### config.mk
export PLATFORM = sky130hd
export DESIGN_NAME = load_use_scoreboard
export DESIGN_NICKNAME = d
export VERILOG_FILES = /design/src/rtl/hazard_pkg.sv /design/src/rtl/hazard_reg_timer.sv /design/src/rtl/load_use_scoreboard.sv
export SDC_FILE = /design/constraint.sdc
export NUM_CORES = 1
export LEC_CHECK = 0
export BUFFER_PORTS_ARGS = -buffer_cell sky130_fd_sc_hd__buf_4
export CAP_MARGIN = 5
export CORE_MARGIN = 3
export CORE_UTILIZATION = 60
export DETAILED_ROUTE_END_ITERATION = 10
export PLACE_DENSITY = 0.86
export SETUP_SLACK_MARGIN = 0.1
export SLEW_MARGIN = 20
export SYNTH_ARGS = -nofsm -noshare
export SYNTH_HDL_FRONTEND = slang
export SYNTH_SLANG_ARGS = --single-unit
### constraint.sdc
create_clock -name clk -period 5.15 [get_ports clk]
set_input_delay 0.515 -clock clk [delete_from_list [all_inputs] [get_ports clk]]
set_output_delay 0.515 -clock clk [all_outputs]
set_load 0.01 [all_outputs]
### src/rtl/hazard_pkg.sv
// Opcode constants and source/destination decode helpers for the ID-stage hazard unit.
// Shared by load_use_scoreboard and hazard_reg_timer.
package hazard_pkg;

    localparam logic [4:0] OPC_OP     = 5'b01100;
    localparam logic [4:0] OPC_OPIMM  = 5'b00100;
    localparam logic [4:0] OPC_LOAD   = 5'b00000;
    localparam logic [4:0] OPC_STORE  = 5'b01000;
    localparam logic [4:0] OPC_BRANCH = 5'b11000;
    localparam logic [4:0] OPC_JAL    = 5'b11011;
    localparam logic [4:0] OPC_JALR   = 5'b11001;
    localparam logic [4:0] OPC_LUI    = 5'b01101;
    localparam logic [4:0] OPC_AUIPC  = 5'b00101;

    function automatic logic uses_rs1(input logic [4:0] opc);
        case (opc)
            OPC_OP, OPC_OPIMM, OPC_LOAD, OPC_STORE, OPC_BRANCH, OPC_JALR: uses_rs1 = 1'b1;
            default: uses_rs1 = 1'b0;
        endcase
    endfunction

    function automatic logic uses_rs2(input logic [4:0] opc);
        case (opc)
            OPC_OP, OPC_STORE, OPC_BRANCH: uses_rs2 = 1'b1;
            default: uses_rs2 = 1'b0;
        endcase
    endfunction

    function automatic logic writes_rd(input logic [4:0] opc);
        case (opc)
            OPC_OP, OPC_OPIMM, OPC_LOAD, OPC_JAL, OPC_JALR, OPC_LUI, OPC_AUIPC: writes_rd = 1'b1;
            default: writes_rd = 1'b0;
        endcase
    endfunction

endpackage

### src/rtl/hazard_reg_timer.sv
// Per-register load-latency down-counter: load on a LOAD issue, clear on a newer producer,
// otherwise decrement toward zero; everything holds while the pipeline is frozen.
module hazard_reg_timer
    import hazard_pkg::*;
#(
    parameter int LOAD_LAT = 1
) (
    input  logic clk,
    input  logic rst_n,
    input  logic advance,
    input  logic load,
    input  logic clear,
    output logic busy,
    output logic busy_nxt
);

    localparam int TW = $clog2(LOAD_LAT + 1);

    logic [TW-1:0] cnt;
    logic [TW-1:0] cnt_nxt;

    // A load issued in the same slot as the decrement restarts the full latency.
    always_comb begin
        cnt_nxt = cnt;
        if (advance) begin
            if (load)
                cnt_nxt = TW'(LOAD_LAT);
            else if (clear)
                cnt_nxt = '0;
            else if (cnt != '0)
                cnt_nxt = cnt - TW'(1);
        end
    end

    always_ff @(posedge clk or negedge rst_n) begin
        if (!rst_n)
            cnt <= '0;
        else
            cnt <= cnt_nxt;
    end

    assign busy     = (cnt != '0);
    assign busy_nxt = (cnt_nxt != '0);

endmodule

### src/rtl/load_use_scoreboard.sv
// Decode-stage load-use scoreboard: stalls ID while a source register awaits a load result.
// Optional stall-cycle performance counter enabled by defining HAZARD_PERF_CNT_EN.
module load_use_scoreboard
    import hazard_pkg::*;
#(
    parameter  int NREG     = 32,
    parameter  int LOAD_LAT = 1,
    parameter  int CNT_W    = 16,
    localparam int AW       = $clog2(NREG)
) (
    input  logic             clk,
    input  logic             rst_n,
    input  logic             id_valid,
    input  logic [4:0]       id_opcode,
    input  logic [AW-1:0]    id_rs1,
    input  logic [AW-1:0]    id_rs2,
    input  logic [AW-1:0]    id_rd,
    input  logic             mem_busy,
    input  logic             flush,
    output logic             stall_id,
    output logic             pend_any,
    output logic [CNT_W-1:0] stall_cycles
);

    logic            dec_rs1;
    logic            dec_rs2;
    logic            dec_wr;
    logic            dec_load;
    logic            hz_rs1;
    logic            hz_rs2;
    logic            advance;
    logic            issue;
    logic            set_rd;
    logic            clr_rd;
    logic [NREG-1:0] busy;
    logic [NREG-1:0] busy_nxt;

    assign dec_rs1  = uses_rs1(id_opcode);
    assign dec_rs2  = uses_rs2(id_opcode);
    assign dec_wr   = writes_rd(id_opcode);
    assign dec_load = (id_opcode == OPC_LOAD);

    // x0 is hardwired zero and never becomes pending.
    assign busy[0]     = 1'b0;
    assign busy_nxt[0] = 1'b0;

    assign hz_rs1   = dec_rs1 && (id_rs1 != '0) && busy[id_rs1];
    assign hz_rs2   = dec_rs2 && (id_rs2 != '0) && busy[id_rs2];
    assign stall_id = id_valid && !flush && (hz_rs1 || hz_rs2);

    assign advance = !mem_busy;
    assign issue   = id_valid && !flush && !stall_id && advance;
    assign set_rd  = issue && dec_load && (id_rd != '0);
    assign clr_rd  = issue && dec_wr && !dec_load && (id_rd != '0);

    for (genvar r = 1; r < NREG; r++) begin : g_timer
        hazard_reg_timer #(
            .LOAD_LAT (LOAD_LAT)
        ) u_timer (
            .clk      (clk),
            .rst_n    (rst_n),
            .advance  (advance),
            .load     (set_rd && (id_rd == AW'(r))),
            .clear    (clr_rd && (id_rd == AW'(r))),
            .busy     (busy[r]),
            .busy_nxt (busy_nxt[r])
        );
    end

    always_ff @(posedge clk or negedge rst_n) begin
        if (!rst_n)
            pend_any <= 1'b0;
        else
            pend_any <= |busy_nxt;
    end

`ifdef HAZARD_PERF_CNT_EN
    logic [CNT_W-1:0] perf_q;

    // Only frozen-free stall cycles count: a cache-miss freeze is not a hazard bubble.
    always_ff @(posedge clk or negedge rst_n) begin
        if (!rst_n)
            perf_q <= '0;
        else if (stall_id && advance && (perf_q != '1))
            perf_q <= perf_q + CNT_W'(1);
    end

    assign stall_cycles = perf_q;
`else
    assign stall_cycles = '0;
`endif

endmodule

After elaboration in Yosys (flattened, before gate mapping)
Index checks and enable logic that the tools add are counted.
{"block": "totals", "reg_bits": 32, "output_inout_bits": 18}
{"block": "classes", "n_eq_ne": 39, "mux": 131, "magnitude_cmp": 2, "n_addsub": 31, "reduce_logical": 88}
{"op": "2-to-1 mux 1 bit", "n": 129}
{"op": "equality test 5 bit (second input constant)", "n": 19}
{"op": "logical AND 1 bit", "n": 75}
{"op": "equality test 5 x 4 -> 1 bit (second input constant)", "n": 11}
{"op": "OR reduction 31 bit", "n": 1}
{"op": "subtractor 1 bit (second input constant)", "n": 31}
{"op": "equality test 5 x 3 -> 1 bit (second input constant)", "n": 6}
{"op": "nonzero test 5 bit", "n": 3}
{"op": "< comparator 5 x 6 -> 1 bit (second input constant)", "n": 2}
{"op": "binary-select mux 1 bit (select 5 bit)", "n": 2}
{"op": "equality test 5 x 2 -> 1 bit (second input constant)", "n": 2}
{"op": "OR reduction 7 bit", "n": 1}
{"op": "OR reduction 6 bit", "n": 1}
{"op": "equality test 5 x 1 -> 1 bit (second input constant)", "n": 1}
{"op": "zero test 5 bit", "n": 1}
{"op": "zero test 1 bit", "n": 4}
{"op": "OR reduction 3 bit", "n": 1}
{"op": "logical OR 1 bit", "n": 1}

Longest topological paths before layout
Gate-level depths: netlist of the first run.
{"block": "logic_depth", "word_depth": 18, "ltp_mapped": 8, "depth_no_buf": 6}

Cells and area by module
A second synthesis of the first run with hierarchy kept.
{"block": "unflattened", "hier_cells": 283, "hier_area_um2": 2875.3}
{"mod": "load_use_scoreboard", "cells_per_inst": 221, "seq_area_each_um2": 25.0, "area_per_inst_um2": 1634.1, "instances": 1}
{"mod": "hazard_reg_timer", "cells_per_inst": 2, "seq_area_each_um2": 25.0, "area_per_inst_um2": 40.0, "instances": 31}

Worst setup path before layout of the first run
OpenSTA, ideal clock, no wires.
{"block": "synth_timing", "path_type": "in2reg", "startpoint": "input id_rs1[2]", "endpoint": "register pend_any", "t_arrival_ns": 2.603, "setup_ns": 0.080, "path_buffers": 1, "stages": 7, "setup_slack_ns": 2.467, "t_required_ns": 5.070, "path_cell_list": "clkbuf_1 -> mux4_2 -> a22o_1 -> o41ai_4 -> nor2_2 -> or4_4 -> o211ai_2"}
{"block": "synth_between", "elab_chain_len": 16}
{"item": "from (decl)", "line": "load_use_scoreboard.sv:15", "rtl": "input logic [AW-1:0] id_rs1,"}
{"item": "binary-select mux 1 bit (select 5 bit) or nonzero test 5 bit (tied branches)", "line": "load_use_scoreboard.sv:47", "rtl": "assign hz_rs1 = dec_rs1 && (id_rs1 != '0) && busy[id_rs1];"}
{"item": "2-to-1 mux 1 bit (not written as such) or logical AND 1 bit (tied branches)", "line": "load_use_scoreboard.sv:47"}
{"item": "logical AND 1 bit (*)", "line": "load_use_scoreboard.sv:47"}
{"item": "logical OR 1 bit (*)", "line": "load_use_scoreboard.sv:49", "rtl": "assign stall_id = id_valid && !flush && (hz_rs1 || hz_rs2);"}
{"item": "logical AND 1 bit (*)", "line": "load_use_scoreboard.sv:49"}
{"item": "zero test 1 bit (*)", "line": "load_use_scoreboard.sv:52", "rtl": "assign issue = id_valid && !flush && !stall_id && advance;"}
{"item": "logical AND 1 bit (*) (2 in a row)", "line": "load_use_scoreboard.sv:52"}
{"item": "logical AND 1 bit (3 in a row)", "line": "load_use_scoreboard.sv:54", "rtl": "assign clr_rd = issue && dec_wr && !dec_load && (id_rd != '0);"}
{"item": "logical AND 1 bit", "line": "load_use_scoreboard.sv:64", "rtl": ".clear (clr_rd && (id_rd == AW'(r))),"}
{"item": "2-to-1 mux 1 bit", "line": "hazard_reg_timer.sv:28", "rtl": "else if (clear)"}
{"item": "2-to-1 mux 1 bit", "line": "hazard_reg_timer.sv:26", "rtl": "if (load)"}
{"item": "2-to-1 mux 1 bit", "line": "hazard_reg_timer.sv:25", "rtl": "if (advance) begin"}
{"item": "OR reduction 31 bit (*)", "line": "load_use_scoreboard.sv:74", "rtl": "pend_any <= |busy_nxt;"}
{"item": "to (signal assigned)", "line": "load_use_scoreboard.sv:74"}
{"item": "to (decl)", "line": "load_use_scoreboard.sv:21", "rtl": "output logic pend_any,"}
Mark *: on every way between the ends. The rest lies on a longest branch, timed or not. The select of a mux whose other input is x is not followed.

Worst setup path after layout of the first run
{"block": "layout_timing", "startpoint": "input id_rs1[0]", "endpoint": "output stall_id"}
{"block": "layout_between", "elab_chain_len": 5}
{"item": "binary-select mux 1 bit (select 5 bit) or nonzero test 5 bit (tied branches)", "line": "load_use_scoreboard.sv:47"}
{"item": "2-to-1 mux 1 bit (not written as such) or logical AND 1 bit (tied branches)", "line": "load_use_scoreboard.sv:47"}
{"item": "logical AND 1 bit (*)", "line": "load_use_scoreboard.sv:47"}
{"item": "logical OR 1 bit (*)", "line": "load_use_scoreboard.sv:49"}
{"item": "logical AND 1 bit (*)", "line": "load_use_scoreboard.sv:49"}
{"item": "to (decl)", "line": "load_use_scoreboard.sv:20", "rtl": "output logic stall_id,"}
Marks and branches as above.

==> results_dict.tcl, run 1 <==
set metrics [dict create \
    grt_pass1_wl_um 8650 \
    period_needed_ns 2.88 \
    max_freq_mhz 347 \
    grt_max_degree 34 \
    antenna_cells 0 \
    reg2reg_to "g_timer[22].u_timer.busy" \
    peakVddDrop_mv 0.168 \
    die_w_um 66.7 \
    routed_via_density 6.41 \
    wl_per_cell_um 18.6 \
    crit_path_start_kind "primary input" \
    fin_skew_ns 0.00760 \
    drive_gt1_frac 0.236 \
    fin_tns_setup_ns 0 \
    die_y_um 66.7 \
    worstPathMaxFanout 10 \
    synth-main-ff-cell "dfrtp_1" \
    placed_cells 284 \
    totalWireLength_um 5430 \
    cts_setup_buffers 0 \
    synth_top_cell_area_share 0.362 \
    avgSynthCellArea_um2 9.83 \
    fin_area_um2 2450 \
    ys_types 46 \
    crit_required_ns 4.64 \
    endpoint "stall_id" \
    die_area_um2 4450 \
    worst_pin_slew_ns 0.608 \
    stdcell_count 292 \
    outcome "complete, no violations" \
    yosysMostFrequentCell "nand2_1" \
    slew_violations 0 \
    reg2reg_from "g_timer[29].u_timer.busy" \
    hold_class "primary input to asynchronous set/reset pin" \
    rsz0062_at_grt "false" \
    maxSlewHeadroom 0.595 \
    num_vias 1872 \
    clockRootBuffer "clkbuf_8" \
    drc 0 \
    hold_buffers 0 \
    final-setup-viol-count 0 \
    cts_tree "built" \
    cts-buffers-inserted 5 \
    core_area_um2 3440 \
    clock_sinks 32 \
    grt_overflow 0 \
    synth_warnings 0 \
    place_area_um2 2350 \
    synthArstFlopShare 1.00 \
    io_buffers 26 \
    grtUsageTotal 0.265 \
    area_delta_synth_final_pct 11.0 \
    startpoint "id_rs1[0]" \
    ant_nets 0 \
    netlist_area_um2 2210 \
    arrival_ns 2.37 \
    num_io_pins 43 \
    clockBufferDepth 2 \
    antenna_found_initial 0 \
    hold_viol 0 \
    detail_route.iter0.violations 209 \
    drt_pass1_iterations 4 \
    rows 21 \
    reg2reg_depth 6 \
    synthTopCellsByArea "dfrtp_1 (36%), mux4_2 (9.2%), nand2_1 (5.9%)" \
    criticalPathCategory "primary input to output port" \
    rrSetupSlack_ns 2.57 \
    grt_pass1_vias 1723 \
    power_density_nw_per_um2 225 \
    synth_top_area_cell "dfrtp_1" \
    cp-end-kind "output port" \
    synth_edf_count 0 \
    clk_latency_ns 0.28 \
    ys_seq_elements 32 \
    post-route-period-util 0.560 \
    seq_area_frac_synth 0.362 \
    start_util 0.642 \
    dp_hpwl_um 3980 \
    syn_inst 225 \
    final_nets 270 \
    synth_common_cells "nand2_1 (35), dfrtp_1 (32), buf_4 (16)" \
    cts_resized 0 \
    gp_congestion 0.905 \
    clk_pin_slew_worst_paths_ns 0.06 \
    power.leakage_nw 1.11 \
    htree_levels 2 \
    max_cap_violations 0 \
]
logic make-up after synthesis:
| logic type | share of synthesized area |
|---|---|
| buf+inv | 0.0866 |
| simple gates | 0.188 |
| other cells | 0.00170 |
| flops | 0.362 |
| mux | 0.175 |
| compound gates | 0.186 |
routing by layer:
metal | vias up | routed length (um) | share of wire | global-route usage
li1 | 861 | - | - | -
met1 | 865 | 2310 | 0.43 | 0.382
met2 | 137 | 2520 | 0.46 | 0.395
met3 | 9 | 548 | 0.10 | 0.0624
met4 | 0 | 53 | 0.0098 | 0.0888
met5 | - | 0 | 0 | 0
final cells by class:
cell class                 count  area [um2]
timing repair buffer          26         195
clock buffer                   6        72.6
inverter                       5        18.8
sequential                    32         801
multi-input combinational    175        1270
tap                           46        57.6
clock inverter                 2        35.0
fill                         277         987
state kept, by name, summed over array words and instances (netlist names):
name	flops
g_timer.u_timer.busy	31
pend_any	1
through the flow:
step / hold slack, ns / utilization / power [mW] / setup WS (ns)
2_1_floorplan: 0.219 / - / 0.305 / 2.47
3_3_place_gp: 0.464 / 0.682 / 0.324 / 2.32
3_5_place_dp: 0.471 / 0.682 / 0.324 / 2.28
4_1_cts: 0.168 / 0.713 / 0.555 / 2.27
5_1_grt: 0.177 / 0.713 / 0.578 / 2.20
6_report: 0.158 / 0.713 / 0.553 / 2.27
power by group:
part	switching (mW)	total (mW)	internal [mW]	leakage [nW]
Clock	0.0892	0.233	0.143	0.0552
Combinational	0.0441	0.0692	0.0252	0.606
Sequential	0.000131	0.252	0.252	0.447
layout by cell type, fill, tap and decap left out, types with 2 or more instances in the layout:
cell	Yosys	layout
nor2b_1	7	7
nor4_1	11	11
nor3_1	3	3
or2_2	2	2
o21a_1	2	2
a211o_1	2	2
o21ai_1	4	4
a21o_1	3	3
o21ai_0	14	14
or4_4	2	2
a32oi_1	2	2
nand4_1	2	2
nand2_1	35	35
inv_1	5	5
mux4_1	3	3
o21ai_2	5	5
a21oi_1	2	2
a221oi_1	3	3
a22o_1	3	3
buf_4	16	26
nand3_1	4	4
nor2_1	7	7
nor3b_1	2	2
dfrtp_1	32	32
conb_1	1	16
clkbuf_8	0	5
mux2_2	4	4
o31ai_1	7	7
mux2i_1	6	6
mux4_2	9	9
critical path, cell delays in order:
cell     delay [ns]
buf_4          0.17
mux4_1         0.57
a22o_1         0.22
o41ai_4        0.44
nor2_2         0.11
o21a_1         0.20
buf_4          0.14
worst min-delay path by stage:
stage,from,end,slack [ns],depth (start not counted)
finish,rst_n,g_timer[16].u_timer.busy,0.16,1
global placement,rst_n,g_timer[25].u_timer.busy,0.46,1
global route,rst_n,g_timer[3].u_timer.busy,0.18,1
detailed placement,rst_n,g_timer[27].u_timer.busy,0.47,1
floorplan,rst_n,g_timer[10].u_timer.busy,0.22,0
CTS,rst_n,g_timer[3].u_timer.busy,0.17,1
No activity file was read; power rests on OpenSTA's default activity.
==> run 2: changes to the inputs <==
Settings changed: CORE_UTILIZATION 60 to 55, PLACE_DENSITY 0.86 to 0.8.
Clock period 5.15 ns to 2.8 ns, I/O delays scaled along.
==> run 2 against run 1 <==
  * First-iteration DRC count up 18%
  * Critical endpoint unchanged
  * Clock power up 87%
  * Largest power group unchanged
  * Global-route usage down 2.5 points
  * Largest cell class unchanged
==> results_dict.tcl, run 2 (synthesis gave the netlist of run 1 again) <==
set metrics [dict create \
    outcome "complete, no violations" \
    clkPwrFrac 0.424 \
    post-route-period-util 0.922 \
    start_util 0.586 \
    clock_sinks 32 \
    wl_per_cell_um 18.7 \
    layout_setup_ws_ns 0.218 \
    period_needed_ns 2.58 \
    final_nets 272 \
    clockBufferDepth 2 \
    fin_skew_ns 0.00606 \
    fin_tns_setup_ns 0 \
    die_w_um 69.4 \
    power_density_nw_per_um2 415 \
    power.switching_mw 0.253 \
    p_seq_frac 0.451 \
    comb_power_share 0.125 \
    num_io_pins 43 \
    totalWireLength_um 5530 \
    fin_total_pwr_mw 1.03 \
    max_freq_mhz 387 \
    largest_reg_flops 31 \
    seq_area_um2 801 \
    multiInputGateArea_um2 1270 \
    rrSetupSlack_ns 0.33 \
    reg2reg_to "pend_any" \
    wl_met1_um 2340 \
    clockRootBuffer "clkbuf_8" \
    layout_commonest_cell "nand2_1" \
    cts_tree "built" \
    reg2reg_depth 6 \
    gp_congestion 0.893 \
    switching_share 0.246 \
    grt_pass1_wl_um 9280 \
    grt_pass1_vias 1805 \
    hold_viol 0 \
    place_ws_ns 0.213 \
    worstPathMaxFanout 5 \
    ant_nets 0 \
    cp-end-kind "output port" \
    dp_hpwl_um 4170 \
    wl_met2_um 2540 \
    drc 0 \
    detail_route.iter0.violations 247 \
    arrival_ns 2.30 \
    rows 22 \
    num_vias 1902 \
    criticalPathCategory "flop to output port" \
    cts_setup_buffers 0 \
    cts_resized 0 \
    antenna_cells 0 \
    die_y_um 69.4 \
    hold_class "primary input to flop" \
    antenna_found_initial 0 \
    wl_met3_um 558 \
    grtUsageTotal 0.241 \
    top_layer "met4" \
    io_buffers 26 \
    grt_max_degree 34 \
    cts-buffers-inserted 5 \
    crit_path_start_kind "flop" \
    die_area_um2 4820 \
    final-setup-viol-count 0 \
    fillers 316 \
    power.leakage_nw 1.12 \
    clk_latency_ns 0.28 \
    rsz0062_at_grt "false" \
    max_cap_violations 0 \
    reg2reg_from "g_timer[17].u_timer.busy" \
    drt_pass1_iterations 5 \
    peakVddDrop_mv 0.320 \
    grt_overflow 0 \
    internal_power_mw 0.774 \
    core_area_um2 3770 \
    startpoint "g_timer[17].u_timer.busy" \
    clk_pin_slew_worst_paths_ns 0.07 \
    area_delta_synth_final_pct 11.9 \
    endpoint "stall_id" \
    crit_required_ns 2.52 \
    layout_common_cells "nand2_1 (35), dfrtp_1 (32), buf_4 (27)" \
    drive_gt1_frac 0.238 \
    routed_via_density 6.43 \
    slew_violations 0 \
    htree_levels 2 \
]
[run 2: worst min-delay path by stage]
stage                  start                       end  cells after the start
floorplan              rst_n  g_timer[10].u_timer.busy                      0
finish              id_rd[1]  g_timer[27].u_timer.busy                      2
CTS                 id_rd[1]  g_timer[27].u_timer.busy                      2
detailed placement     rst_n  g_timer[14].u_timer.busy                      1
global placement       rst_n   g_timer[3].u_timer.busy                      1
global route        id_rd[1]  g_timer[27].u_timer.busy                      2
[run 2: power groups by stage]
stage / combinational, mW / clock (mW) / sequential, mW
after floorplan: 0.0891 / 0 / 0.472
after global placement: 0.125 / 0 / 0.471
after detailed placement: 0.126 / 0 / 0.471
after CTS: 0.127 / 0.440 / 0.463
after global routing: 0.141 / 0.464 / 0.462
final: 0.129 / 0.435 / 0.463
[run 2: metal layers]
layer / global-route usage / vias to the layer above
li1: - / 859
met5: 0 / -
met4: 0.0672 / 0
met3: 0.0565 / 13
met1: 0.343 / 906
met2: 0.368 / 124
[run 2: layout make-up]
class,count,share of cell area
Inverter,5,0.00758
Sequential cell,32,0.324
Tap cell,48,0.0243
Clock buffer,6,0.0293
Multi-Input combinational cell,175,0.515
Clock inverter,2,0.0142
Timing Repair Buffer,28,0.0859
[run 2: timing repair]
action | in CTS | in global routing
hold buffers | 1 | 0
endpoints found under the setup margin | 0 | 1
endpoints found under the hold margin | 32 | 0
[run 2: worst max-delay path, cell delays in order, from the launching register on]
cell,delay (ns)
dfrtp_1,0.44
mux2_2,0.29
a221o_1,0.35
o41ai_4,0.46
nor2_2,0.13
o21a_1,0.21
buf_4,0.14
[run 2: per-stage QoR]
step           area [um2]  instances   util  hold WS (ns)
2_1_floorplan        2270        240      -       -0.0156
5_1_grt              2470        296  0.656         0.268
3_5_place_dp         2360        287  0.625         0.236
4_1_cts              2470        296  0.656         0.251
3_3_place_gp         2360        287  0.625         0.232
6_report             2470        296  0.656         0.259
==> run 3: changes to the inputs <==
--- a/config.mk
+++ b/config.mk
@@ -9,6 +9,5 @@
 export CAP_MARGIN = 5
-export CORE_MARGIN = 3
-export CORE_UTILIZATION = 55
+export CORE_UTILIZATION = 58
 export DETAILED_ROUTE_END_ITERATION = 10
-export PLACE_DENSITY = 0.8
+export PLACE_DENSITY = 0.81
 export SETUP_SLACK_MARGIN = 0.1
@@ -17,2 +16,3 @@
 export SYNTH_HDL_FRONTEND = slang
+export SYNTH_HIERARCHICAL = 1
 export SYNTH_SLANG_ARGS = --single-unit
--- a/constraint.sdc
+++ b/constraint.sdc
@@ -3,2 +3,2 @@
 set_output_delay 0.28 -clock clk [all_outputs]
-set_load 0.01 [all_outputs]
+set_load 0.1 [all_outputs]
==> run 3 against run 2 <==
  * Via count rose by 6.7%
  * Clock skew down 0.0020 ns
  * Utilization grew 5.4 points
  * Hold slack gained 0.20 ns
  * First-iteration DRC count decreased by 32%
  * Final area increased by 18%
  * Combinational power grew 85%
  * Clock-buffer cell count rose by 2
  * Global-route usage grew 6.1 points
  * Synthesized cell count up 2.7%
  * Critical endpoint unchanged
  * Largest cell class unchanged
==> results_dict.tcl, run 3 <==
set metrics [dict create \
    cpMaxStageDelayCell "mux4_2" \
    power.leakage_nw 1.32 \
    rows 23 \
    syn_inst 231 \
    dp_hpwl_um 4740 \
    gp_congestion 0.905 \
    area_delta_synth_final_pct 14.1 \
    layout_common_cells "buf_4 (43), mux2_4 (32), dfrtp_1 (32)" \
    fin_skew_ns 0.00407 \
    rrSetupSlack_ns 0.11 \
    cts-buffers-inserted 5 \
    die_area_um2 4680 \
    synth_warnings 6 \
    rsz0062_at_grt "true" \
    antenna_cells 0 \
    path_buf_inv 3 \
    clk_latency_ns 0.29 \
    routed_via_density 6.42 \
    max_freq_mhz 369 \
    place_ws_ns -0.0374 \
    hold_class "primary input to asynchronous set/reset pin" \
    crit_required_ns 2.52 \
    largest_reg_flops 31 \
    grt_pass1_wl_um 9700 \
    worst_pin_slew_ns 0.761 \
    slew_violations 0 \
    totalWireLength_um 6260 \
    slowest_delay_ns 0.48 \
    htree_levels 2 \
    stdcell_count 316 \
    hold_viol 0 \
    clock_sinks 32 \
    clk_pin_slew_worst_paths_ns 0.06 \
    grtUsageTotal 0.301 \
    ant_nets 0 \
    wl_per_cell_um 19.8 \
    start_util 0.622 \
    crit_path_start_kind "flop" \
    final_nets 290 \
    crit_path_frequent_cell "buf_4" \
    placed_cells 303 \
    cp-end-kind "output port" \
    drt_pass1_iterations 5 \
    worstPathMaxFanout 7 \
    antenna_found_initial 0 \
    die_y_um 68.4 \
    clockRootBuffer "clkbuf_8" \
    final-setup-viol-count 0 \
    netlist_area_um2 2560 \
    grt_overflow 0 \
    grt_max_degree 33 \
    outcome "complete, no violations" \
    drive_gt1_frac 0.398 \
    criticalPathCategory "flop to output port" \
    peakVddDrop_mv 0.325 \
    power_density_nw_per_um2 366 \
    max_cap_violations 0 \
    period_needed_ns 2.71 \
    post-route-period-util 0.969 \
    avgSynthCellArea_um2 11.1 \
    drc 0 \
    layout_commonest_cell "buf_4" \
    grt_pass1_vias 1934 \
    fin_tns_setup_ns 0 \
    place_area_um2 2750 \
    path_delay_family "multiplexers" \
    cp_cell_sequence "mux4_2 > mux2_4 > o2111ai_2 > a221oi_2 > buf_4 > buf_4 > o21ba_2 > buf_12" \
    num_io_pins 43 \
    maxSlewHeadroom 0.491 \
    clockBufferDepth 2 \
    timing.hold.ws_ns 0.458 \
    die_w_um 68.4 \
    arrival_ns 2.43 \
    detail_route.iter0.violations 168 \
    core_area_um2 4120 \
    layout_setup_ws_ns 0.0872 \
    fin_area_um2 2920 \
    io_buffers 26 \
    num_vias 2030 \
    cts_tree "built" \
]
## run 3: final timing paths
kind,start,end,depth (start not counted)
setup / recovery,g_timer[14].u_timer/busy,stall_id,8
hold / removal,rst_n,g_timer[13].u_timer/busy,2
setup reg to reg,g_timer[19].u_timer/busy,pend_any,11
hold reg to reg,g_timer[18].u_timer/busy,g_timer[18].u_timer/busy,1
max in group asynchronous,rst_n,g_timer[28].u_timer/busy,2
min in group clk,mem_busy,g_timer[19].u_timer/busy,3
## run 3: what timing repair did
| item | 4_1_cts | 5_1_grt |
|---|---|---|
| hold buffers | 1 | 0 |
| pin swaps | 0 | 0 |
| endpoints found under the hold margin | 32 | 0 |
| setup buffers | 3 | 1 |
| endpoints found under the setup margin | 2 | 2 |
| resized for setup | 5 | 3 |
## run 3: routing by layer
metal	wire (um)	global-route usage
met3	479	0.0617
met5	0	0
met1	2710	0.397
met2	2890	0.477
met4	176	0.135
## run 3: layout make-up
type | count | area, um2
clock buffer | 8 | 90.1
fill | 310 | 1190
inverter | 2 | 7.51
multi-input combinational | 179 | 1610
sequential | 32 | 801
tap | 50 | 62.6
timing repair buffer | 45 | 353
## run 3: where the power goes
part	internal [mW]	switching (mW)
logic	0.0638	0.175
registers	0.463	0.000106
clock network	0.200	0.167
total	0.727	0.342
## run 3: per-stage QoR
step                       util  power [mW]
final                     0.710        1.07
after floorplan               -       0.665
after CTS                 0.704        1.07
after global placement    0.669       0.703
after global routing      0.710        1.10
after detailed placement  0.669       0.705
